## config.mk

```make
export PLATFORM = sky130hd
export DESIGN_NAME = fetch_stage_flat
export DESIGN_NICKNAME = d
export VERILOG_FILES = /design/src/rtl/fetch_types.sv /design/src/rtl/fetch_stage_if.sv /design/src/rtl/fetch_stage.sv /design/src/flat_wrapper.sv
export SDC_FILE = /design/constraint.sdc
export NUM_CORES = 1
export LEC_CHECK = 0
export ABC_AREA = 1
export CORE_MARGIN = 1
export CORE_UTILIZATION = 45
export CTS_BUF_LIST = sky130_fd_sc_hd__clkbuf_4
export DETAILED_ROUTE_END_ITERATION = 10
export PLACE_DENSITY = 0.78
export SKIP_LAST_GASP = 1
export SYNTH_ARGS = -nofsm -noshare
export SYNTH_HDL_FRONTEND = slang
export SYNTH_SLANG_ARGS = --single-unit
```

## constraint.sdc

```tcl
create_clock -name clk -period 7.05 [get_ports clk]
set_clock_uncertainty 0.2 [all_clocks]
set_input_delay 1.41 -clock clk [delete_from_list [all_inputs] [get_ports clk]]
set_output_delay 1.41 -clock clk [all_outputs]
set_load 0.01 [all_outputs]
```

## src/rtl/fetch_types.sv

```systemverilog
// Shared fetch-side types: the packet handed to the instruction queue, fetch FSM states
// and the default reset fetch address.
package fetch_types;

    localparam int unsigned XLEN = 32;
    localparam logic [XLEN-1:0] RESET_PC_DEFAULT = 32'h1eceb000;

    typedef struct packed {
        logic [XLEN-1:0] pc;
        logic [XLEN-1:0] inst;
    } fetch_packet_t;

    typedef enum logic [1:0] {
        IDLE    = 2'd0,
        WAIT    = 2'd1,
        DISCARD = 2'd2
    } fetch_state_t;

endpackage

```

## src/rtl/fetch_stage_if.sv

```systemverilog
// Fetch stage bus bundle: I-cache request/response, enqueue handshake toward the
// instruction queue, and the backend redirect.
interface fetch_stage_if;
    import fetch_types::*;

    logic                icache_req_valid;
    logic                icache_req_ready;
    logic [XLEN-1:0]     icache_req_addr;
    logic                icache_resp_valid;
    logic [XLEN-1:0]     icache_resp_data;
    logic                out_valid;
    logic                out_ready;
    fetch_packet_t       out_packet;
    logic                redirect_valid;
    logic [XLEN-1:0]     redirect_pc;

    modport master (
        output icache_req_valid, icache_req_addr, out_valid, out_packet,
        input  icache_req_ready, icache_resp_valid, icache_resp_data, out_ready,
               redirect_valid, redirect_pc
    );

    modport slave (
        input  icache_req_valid, icache_req_addr, out_valid, out_packet,
        output icache_req_ready, icache_resp_valid, icache_resp_data, out_ready,
               redirect_valid, redirect_pc
    );

endinterface

```

## src/rtl/fetch_stage.sv

```systemverilog
// Fetch unit: owns the fetch PC, keeps one I-cache request in flight, buffers the returned
// word in a one-entry output register and drops stale responses after a redirect.
module fetch_stage
    import fetch_types::*;
#(
    parameter logic [XLEN-1:0] RESET_PC = RESET_PC_DEFAULT
) (
    input  logic          clk,
    input  logic          rst,
    fetch_stage_if.master bus
);

    fetch_state_t    state_q, state_d;
    logic [XLEN-1:0] pc_q, pc_d;
    logic [XLEN-1:0] req_pc_q, req_pc_d;
    logic            buf_valid_q, buf_valid_d;
    fetch_packet_t   buf_q, buf_d;
    logic            req_valid;
    logic            req_fire;
    logic            resp_load;

    // Next-state, request issue and buffer update; redirect overrides everything last.
    always_comb begin
        state_d     = state_q;
        pc_d        = pc_q;
        req_pc_d    = req_pc_q;
        buf_valid_d = buf_valid_q;
        buf_d       = buf_q;
        req_valid   = 1'b0;
        req_fire    = 1'b0;
        resp_load   = 1'b0;

        case (state_q)
            IDLE: begin
                // Only issue when the buffer will be free by the time the word returns.
                req_valid = ~rst && ~bus.redirect_valid && (~buf_valid_q || bus.out_ready);
                req_fire  = req_valid && bus.icache_req_ready;
                if (req_fire) begin
                    pc_d     = pc_q + XLEN'(4);
                    req_pc_d = pc_q;
                    state_d  = WAIT;
                end
            end
            WAIT: begin
                if (bus.icache_resp_valid) begin
                    resp_load  = 1'b1;
                    buf_d.pc   = req_pc_q;
                    buf_d.inst = bus.icache_resp_data;
                    state_d    = IDLE;
                end
            end
            DISCARD: begin
                if (bus.icache_resp_valid) begin
                    state_d = IDLE;
                end
            end
            default: state_d = IDLE;
        endcase

        if (resp_load) begin
            buf_valid_d = 1'b1;
        end else if (buf_valid_q && bus.out_ready) begin
            buf_valid_d = 1'b0;
        end

        if (bus.redirect_valid) begin
            pc_d        = bus.redirect_pc;
            buf_valid_d = 1'b0;
            if (state_q == WAIT && !bus.icache_resp_valid) begin
                state_d = DISCARD;
            end
        end
    end

    always_ff @(posedge clk) begin
        if (rst) begin
            state_q     <= IDLE;
            pc_q        <= RESET_PC;
            buf_valid_q <= 1'b0;
        end else begin
            state_q     <= state_d;
            pc_q        <= pc_d;
            buf_valid_q <= buf_valid_d;
        end
    end

    // Payload registers need no reset: they are only observed while their valid is set.
    always_ff @(posedge clk) begin
        req_pc_q <= req_pc_d;
        buf_q    <= buf_d;
    end

    assign bus.icache_req_valid = req_valid;
    assign bus.icache_req_addr  = pc_q;
    assign bus.out_valid        = buf_valid_q;
    assign bus.out_packet       = buf_q;

    a_req_only_idle: assert property (@(posedge clk) disable iff (rst)
        !(bus.icache_req_valid && state_q != IDLE));

    a_resp_only_outstanding: assert property (@(posedge clk) disable iff (rst)
        bus.icache_resp_valid |-> (state_q == WAIT || state_q == DISCARD));

    a_redirect_aligned: assert property (@(posedge clk) disable iff (rst)
        bus.redirect_valid |-> (bus.redirect_pc[1:0] == 2'b00));

endmodule

```

## src/flat_wrapper.sv

```systemverilog
// flat-port wrapper written by rule: the top's interface ports become plain ports
module fetch_stage_flat import fetch_types::*;
#(
    parameter logic [XLEN-1:0] RESET_PC = RESET_PC_DEFAULT
)
  (clk, rst, bus_icache_req_valid, bus_icache_req_addr, bus_out_valid, bus_out_packet, bus_icache_req_ready, bus_icache_resp_valid, bus_icache_resp_data, bus_out_ready, bus_redirect_valid, bus_redirect_pc);
  fetch_stage_if bus_i ();
  input  logic clk;
  input  logic rst;
  output wire logic [$bits(bus_i.icache_req_valid)-1:0] bus_icache_req_valid;
  output wire logic [$bits(bus_i.icache_req_addr)-1:0] bus_icache_req_addr;
  output wire logic [$bits(bus_i.out_valid)-1:0] bus_out_valid;
  output wire logic [$bits(bus_i.out_packet)-1:0] bus_out_packet;
  input wire logic [$bits(bus_i.icache_req_ready)-1:0] bus_icache_req_ready;
  input wire logic [$bits(bus_i.icache_resp_valid)-1:0] bus_icache_resp_valid;
  input wire logic [$bits(bus_i.icache_resp_data)-1:0] bus_icache_resp_data;
  input wire logic [$bits(bus_i.out_ready)-1:0] bus_out_ready;
  input wire logic [$bits(bus_i.redirect_valid)-1:0] bus_redirect_valid;
  input wire logic [$bits(bus_i.redirect_pc)-1:0] bus_redirect_pc;
  assign bus_icache_req_valid = bus_i.icache_req_valid;
  assign bus_icache_req_addr = bus_i.icache_req_addr;
  assign bus_out_valid = bus_i.out_valid;
  assign bus_out_packet = bus_i.out_packet;
  assign bus_i.icache_req_ready = bus_icache_req_ready;
  assign bus_i.icache_resp_valid = bus_icache_resp_valid;
  assign bus_i.icache_resp_data = bus_icache_resp_data;
  assign bus_i.out_ready = bus_out_ready;
  assign bus_i.redirect_valid = bus_redirect_valid;
  assign bus_i.redirect_pc = bus_redirect_pc;
  fetch_stage #(.RESET_PC(RESET_PC)) u_core (.clk(clk), .rst(rst), .bus(bus_i));
endmodule
```

Yosys cells after proc, flatten, opt, wreduce, memory -nomap -nowiden

Cells that the tools add are included.
W data, S select, Z words.

Flip-flop bits (word level): 131
Output and inout bits: 98

Equality and inequality tests: 2
Reductions and logical operators: 16
Bitwise logic cells: 3
Mux-type cells: 13
Add/sub/neg operators: 1

Operators with widths:

| kind                    | count |
|---|---|
| $mux W32                | 3 |
| $add A32 B3 Y32 const B | 1 |
| $mux W2                 | 4 |
| $reduce_and A2 Y1       | 3 |
| $reduce_bool A2 Y1      | 3 |
| $logic_and A1 B1 Y1     | 5 |
| $mux W1                 | 5 |
| $pmux W2 S2             | 1 |
| $reduce_or A2 Y1        | 2 |
| $not A1 Y1              | 3 |
| $eq A2 B1 Y1 const B    | 1 |
| $eq A2 B2 Y1 const B    | 1 |
| $logic_not A2 Y1        | 1 |
| $logic_not A1 Y1        | 1 |
| $logic_or A1 B1 Y1      | 1 |

Depth between registers and ports, before layout

Word-level depth: 8
Gate-level depth with buffers: 11
Mapped depth without buffers: 11

Least setup slack after synthesis

No wires, ideal clock.

Kind: input -> output
Start point: in bus_redirect_valid
End point: out bus_icache_req_valid
Data required time: 5.440 ns
Stages on the path: 4
Path buffers: 1
Path slack: 3.549 ns
Data arrival time: 1.891 ns
Path through: buf_6 > inv_2 > nand3_1 > nor2_1

Longest elaborated chain between the ends: 4

RTL lines:

| what                             | RTL line           | source |
|---|---|---|
| from (decl)                      | flat_wrapper.sv:18 | `input wire logic [$bits(bus_i.redirect_valid)-1:0] bus_redirect_valid;` |
| $not A1 Y1                       | fetch_stage.sv:36  | `req_valid = ~rst && ~bus.redirect_valid && (~buf_valid_q \|\| bus.out_ready);` |
| $logic_and A1 B1 Y1 (2 in a row) | fetch_stage.sv:36  |  |
| $mux W1                          | fetch_stage.sv:33  | `case (state_q)` |
| to (decl)                        | flat_wrapper.sv:10 | `output wire logic [$bits(bus_i.icache_req_valid)-1:0] bus_icache_req_valid;` |

No other way between the ends.

Final worst setup path

Start point: in rst
End point: out bus_icache_req_valid

Longest elaborated chain between the ends: 4

RTL lines:

| what                             | RTL line          | source |
|---|---|---|
| from (decl)                      | flat_wrapper.sv:9 | `input logic rst;` |
| $not A1 Y1                       | fetch_stage.sv:36 |  |
| $logic_and A1 B1 Y1 (2 in a row) | fetch_stage.sv:36 |  |
| $mux W1                          | fetch_stage.sv:33 |  |

No other way between the ends.

==> run_results.csv <==
group,metric,value,unit
critical_path,crit_path_max_incr_delay,0.57,ns
power_and_ir_drop,power_leakage,0.002696,µW
critical_path,crit_fanout,30,
synthesis,netlist_area,5240,µm²
finish,instances_no_fill,814,
floorplanning,start_util,0.4609,
global_route,use_met2,0.3643,
clock_network,cts_made_buffers,17,
synthesis,ys_types,28,
route,first_pass_iters,4,
floorplanning,fp.dieArea,12080,µm²
placed_design,dp_hpwl,8.945,mm
finish,final_area,7363,µm²
timing,setup_violations,0,
critical_path,crit_start,"rst",
global_route,antenna_found_initial,0,
finish,n_fill_cell,913,
critical_path,path_common_cell,"clkdlybuf4s50_1",
route,first_iter_violations,243,
synthesis,synth-seq-cells,131,
critical_path,cp_cell_sequence,"clkdlybuf4s50_1, buf_4, inv_1, nand3_1, nor2_1, clkdlybuf4s50_1",
global_route,grtUsageMet3,0.05335,
finish,multi_input_area,1483,µm²
clock_network,clock_latency,0.53,ns
placed_design,numPortBuffers,167,
critical_path,cp.required,5.44,ns
floorplanning,fp.coreArea,11370,µm²
global_route,first_global_vias,3952,
floorplanning,ioPinCount,168,
synthesis,synth_warnings,0,
critical_path,r2r_start,"u_core.state_q[1]",
synthesis,syn_area_per_cell,10.92,µm²
clock_network,cts.sinks,131,
power_and_ir_drop,vdd_drop_max,0.1065,mV
timing,tns,0,ns
min_path,hp-start,"u_core.req_pc_q[10]",
timing,timing.slew.headroom,0.4524,
clock_network,clockBufferDepth,2,
finish,drive_gt1_frac,0.07899,
global_route,grtUsageMet1,0.2632,
synthesis,syn_inst,480,
placed_design,dp.cells,782,
global_route,grt_pass1_wl,19.14,mm
power_and_ir_drop,pwr_density_cell,214.0,nW/µm²
timing,rsz0062_at_grt,"no",
run_status,outcome,"complete, no violations",
critical_path,critPathLaunchType,"input pin",
timing,fmax,209.4,MHz
route,antenna_left,0,
timing,fin_crit,4.775,ns
clock_network,root_buffer,"clkbuf_4",
critical_path,cp.arrival,3.17,ns
floorplanning,die_h,109.9,µm
job,maxCapViolCount,0,
route,totalWireLength,12.47,mm
clock_network,post-cts-setup-buffers,0,
finish,area_delta_synth_final,40.52,%
timing,worst_slew_pin_slew,0.8214,ns
finish,num-nets-final,732,
critical_path,reg2reg_slack,4.74,ns
timing,timing.final.max_slew_violations,0,
global_route,grt.overflow.total,0,
route,via_count,4032,
floorplanning,die_w,109.9,µm
global_route,track_usage,0.2154,
min_path,hold_class,"register to register",
clock_network,htreeDepth,4,
clock_network,cts_hold_buf,0,
route,drc_errors,0,
critical_path,cp.buffers_inverters,4,
critical_path,path_delay_family,"buffers and inverters",
placed_design,gp_congestion,0.8490,
placed_design,post_dp_cell_area,7063,µm²
synthesis,ys_seq_area_frac,0.6839,
timing,finalHoldViolations,0,
critical_path,crit_slowest_cell,"clkdlybuf4s50_1",
clock_network,cts_resized,0,
finish,regArea,3583,µm²
global_route,busiest_layer,"met2",
route,via_per_inst,4.953,
timing,finalCritPeriodShare,0.6774,
clock_network,clkTransAtPathRegs,0.11,ns
clock_network,cts_tree,"yes",
critical_path,worst-setup-path-type,"input pin to primary output",
critical_path,crit_path_end_kind,"primary output",
floorplanning,rows,39,
route,wire_per_inst,15.32,µm
global_route,grt_max_degree,65,
synthesis,syn_nets,554,
finish,n_antenna_cell,0,
registers in the layout, summed over array words and instances, names as in the netlist:
| name | cells |
|---|---|
| u_core.bus.out_valid | 1 |
| u_core.state_q | 2 |
| u_core.bus.out_packet | 64 |
| u_core.bus.icache_req_addr | 32 |
| u_core.req_pc_q | 32 |
cell type report:
class,count,area share
well taps,143,0.02430
inverters,31,0.01580
flip-flops and latches,131,0.4867
clock inverters,13,0.02141
multi-input cells,306,0.2014
repair buffers,171,0.2311
clock buffers,19,0.01937
synth_stat cells:
| cell type | count | area [µm²] |
|---|---|---|
| a21oi_1 | 28 | 140.1 |
| nand3_1 | 18 | 90.09 |
| o21bai_1 | 3 | 22.52 |
| nand2_1 | 143 | 536.8 |
| o2111ai_1 | 1 | 8.760 |
| o21ai_0 | 8 | 40.04 |
| clkbuf_1 | 7 | 26.28 |
| nor3_2 | 1 | 10.01 |
| nand3b_1 | 6 | 45.04 |
| buf_2 | 4 | 20.02 |
| o211ai_1 | 3 | 22.52 |
| nand4_1 | 3 | 18.77 |
| nand4_2 | 1 | 12.51 |
| edfxtp_1 | 96 | 2883 |
| ha_1 | 4 | 50.05 |
| nor2_1 | 51 | 191.4 |
| dfxtp_1 | 35 | 700.7 |
| a31oi_1 | 5 | 31.28 |
| nor2_2 | 5 | 31.28 |
| inv_1 | 30 | 112.6 |
| buf_6 | 1 | 11.26 |
| nand2_4 | 1 | 11.26 |
| a211oi_1 | 1 | 7.510 |
| nand2_2 | 4 | 25.02 |
| inv_2 | 1 | 3.750 |
| nor2_4 | 5 | 56.30 |
| xor2_1 | 8 | 70.07 |
| xnor2_1 | 7 | 61.31 |
cell families (layout without fill, tap and decap cells):
| family | Yosys count | in the layout | share of synthesized area |
|---|---|---|---|
| AO/OA/AOI/OAI | 49 | 49 | 0.05205 |
| XOR/XNOR | 15 | 15 | 0.02507 |
| adder cells (fa/ha/maj) | 4 | 4 | 0.009551 |
| buffers and inverters | 43 | 234 | 0.03319 |
| flip-flops | 131 | 131 | 0.6839 |
| AND/OR/NAND/NOR | 238 | 238 | 0.1963 |
power breakdown:
| group | switching [µW] | internal [µW] | total, µW |
|---|---|---|---|
| Clock | 276 | 254 | 530 |
| Sequential | 27.5 | 854 | 882 |
| Combinational | 75.0 | 88.9 | 164 |
| Total | 379 | 1200 | 1580 |
metrics by stage:
| stage | util | setup slack, ns | power [µW] | hold WS [ns] |
|---|---|---|---|---|
| 2_1_floorplan | - | 3.549 | 961.3 | 0.2003 |
| 3_3_place_gp | 0.6212 | 2.346 | 1059 | 0.2022 |
| 3_5_place_dp | 0.6212 | 2.308 | 1064 | 0.2045 |
| 4_1_cts | 0.6476 | 2.292 | 1590 | 0.2191 |
| 5_1_grt | 0.6476 | 2.208 | 1635 | 0.2322 |
| 6_report | 0.6476 | 2.275 | 1576 | 0.2246 |
cells in the final DEF, fill, tap and decap left out, types with 5 or more instances in the layout:
cell type	n
inv_1	29
clkdlybuf4s50_1	167
nor2_2	5
dfxtp_1	35
nor2_1	51
nor2_4	5
nand3_1	18
clkbuf_4	19
a31oi_1	5
a21oi_1	28
xnor2_1	7
nand2_1	143
o21ai_0	8
xor2_1	8
nand3b_1	6
edfxtp_1	96
path summary, 6_finish.rpt:
kind,to,cells after the start
max,bus_icache_req_valid,6
min,u_core.bus.out_packet[42],0
max reg2reg,u_core.bus.icache_req_addr[5],8
min reg2reg,u_core.bus.out_packet[42],0
per-layer routing:
metal	share of wire	up-vias
li1	-	1975
met1	0.42	1877
met2	0.49	162
met3	0.072	18
met4	0.018	0
met5	0	-
(Power assumes the default switching activity.)
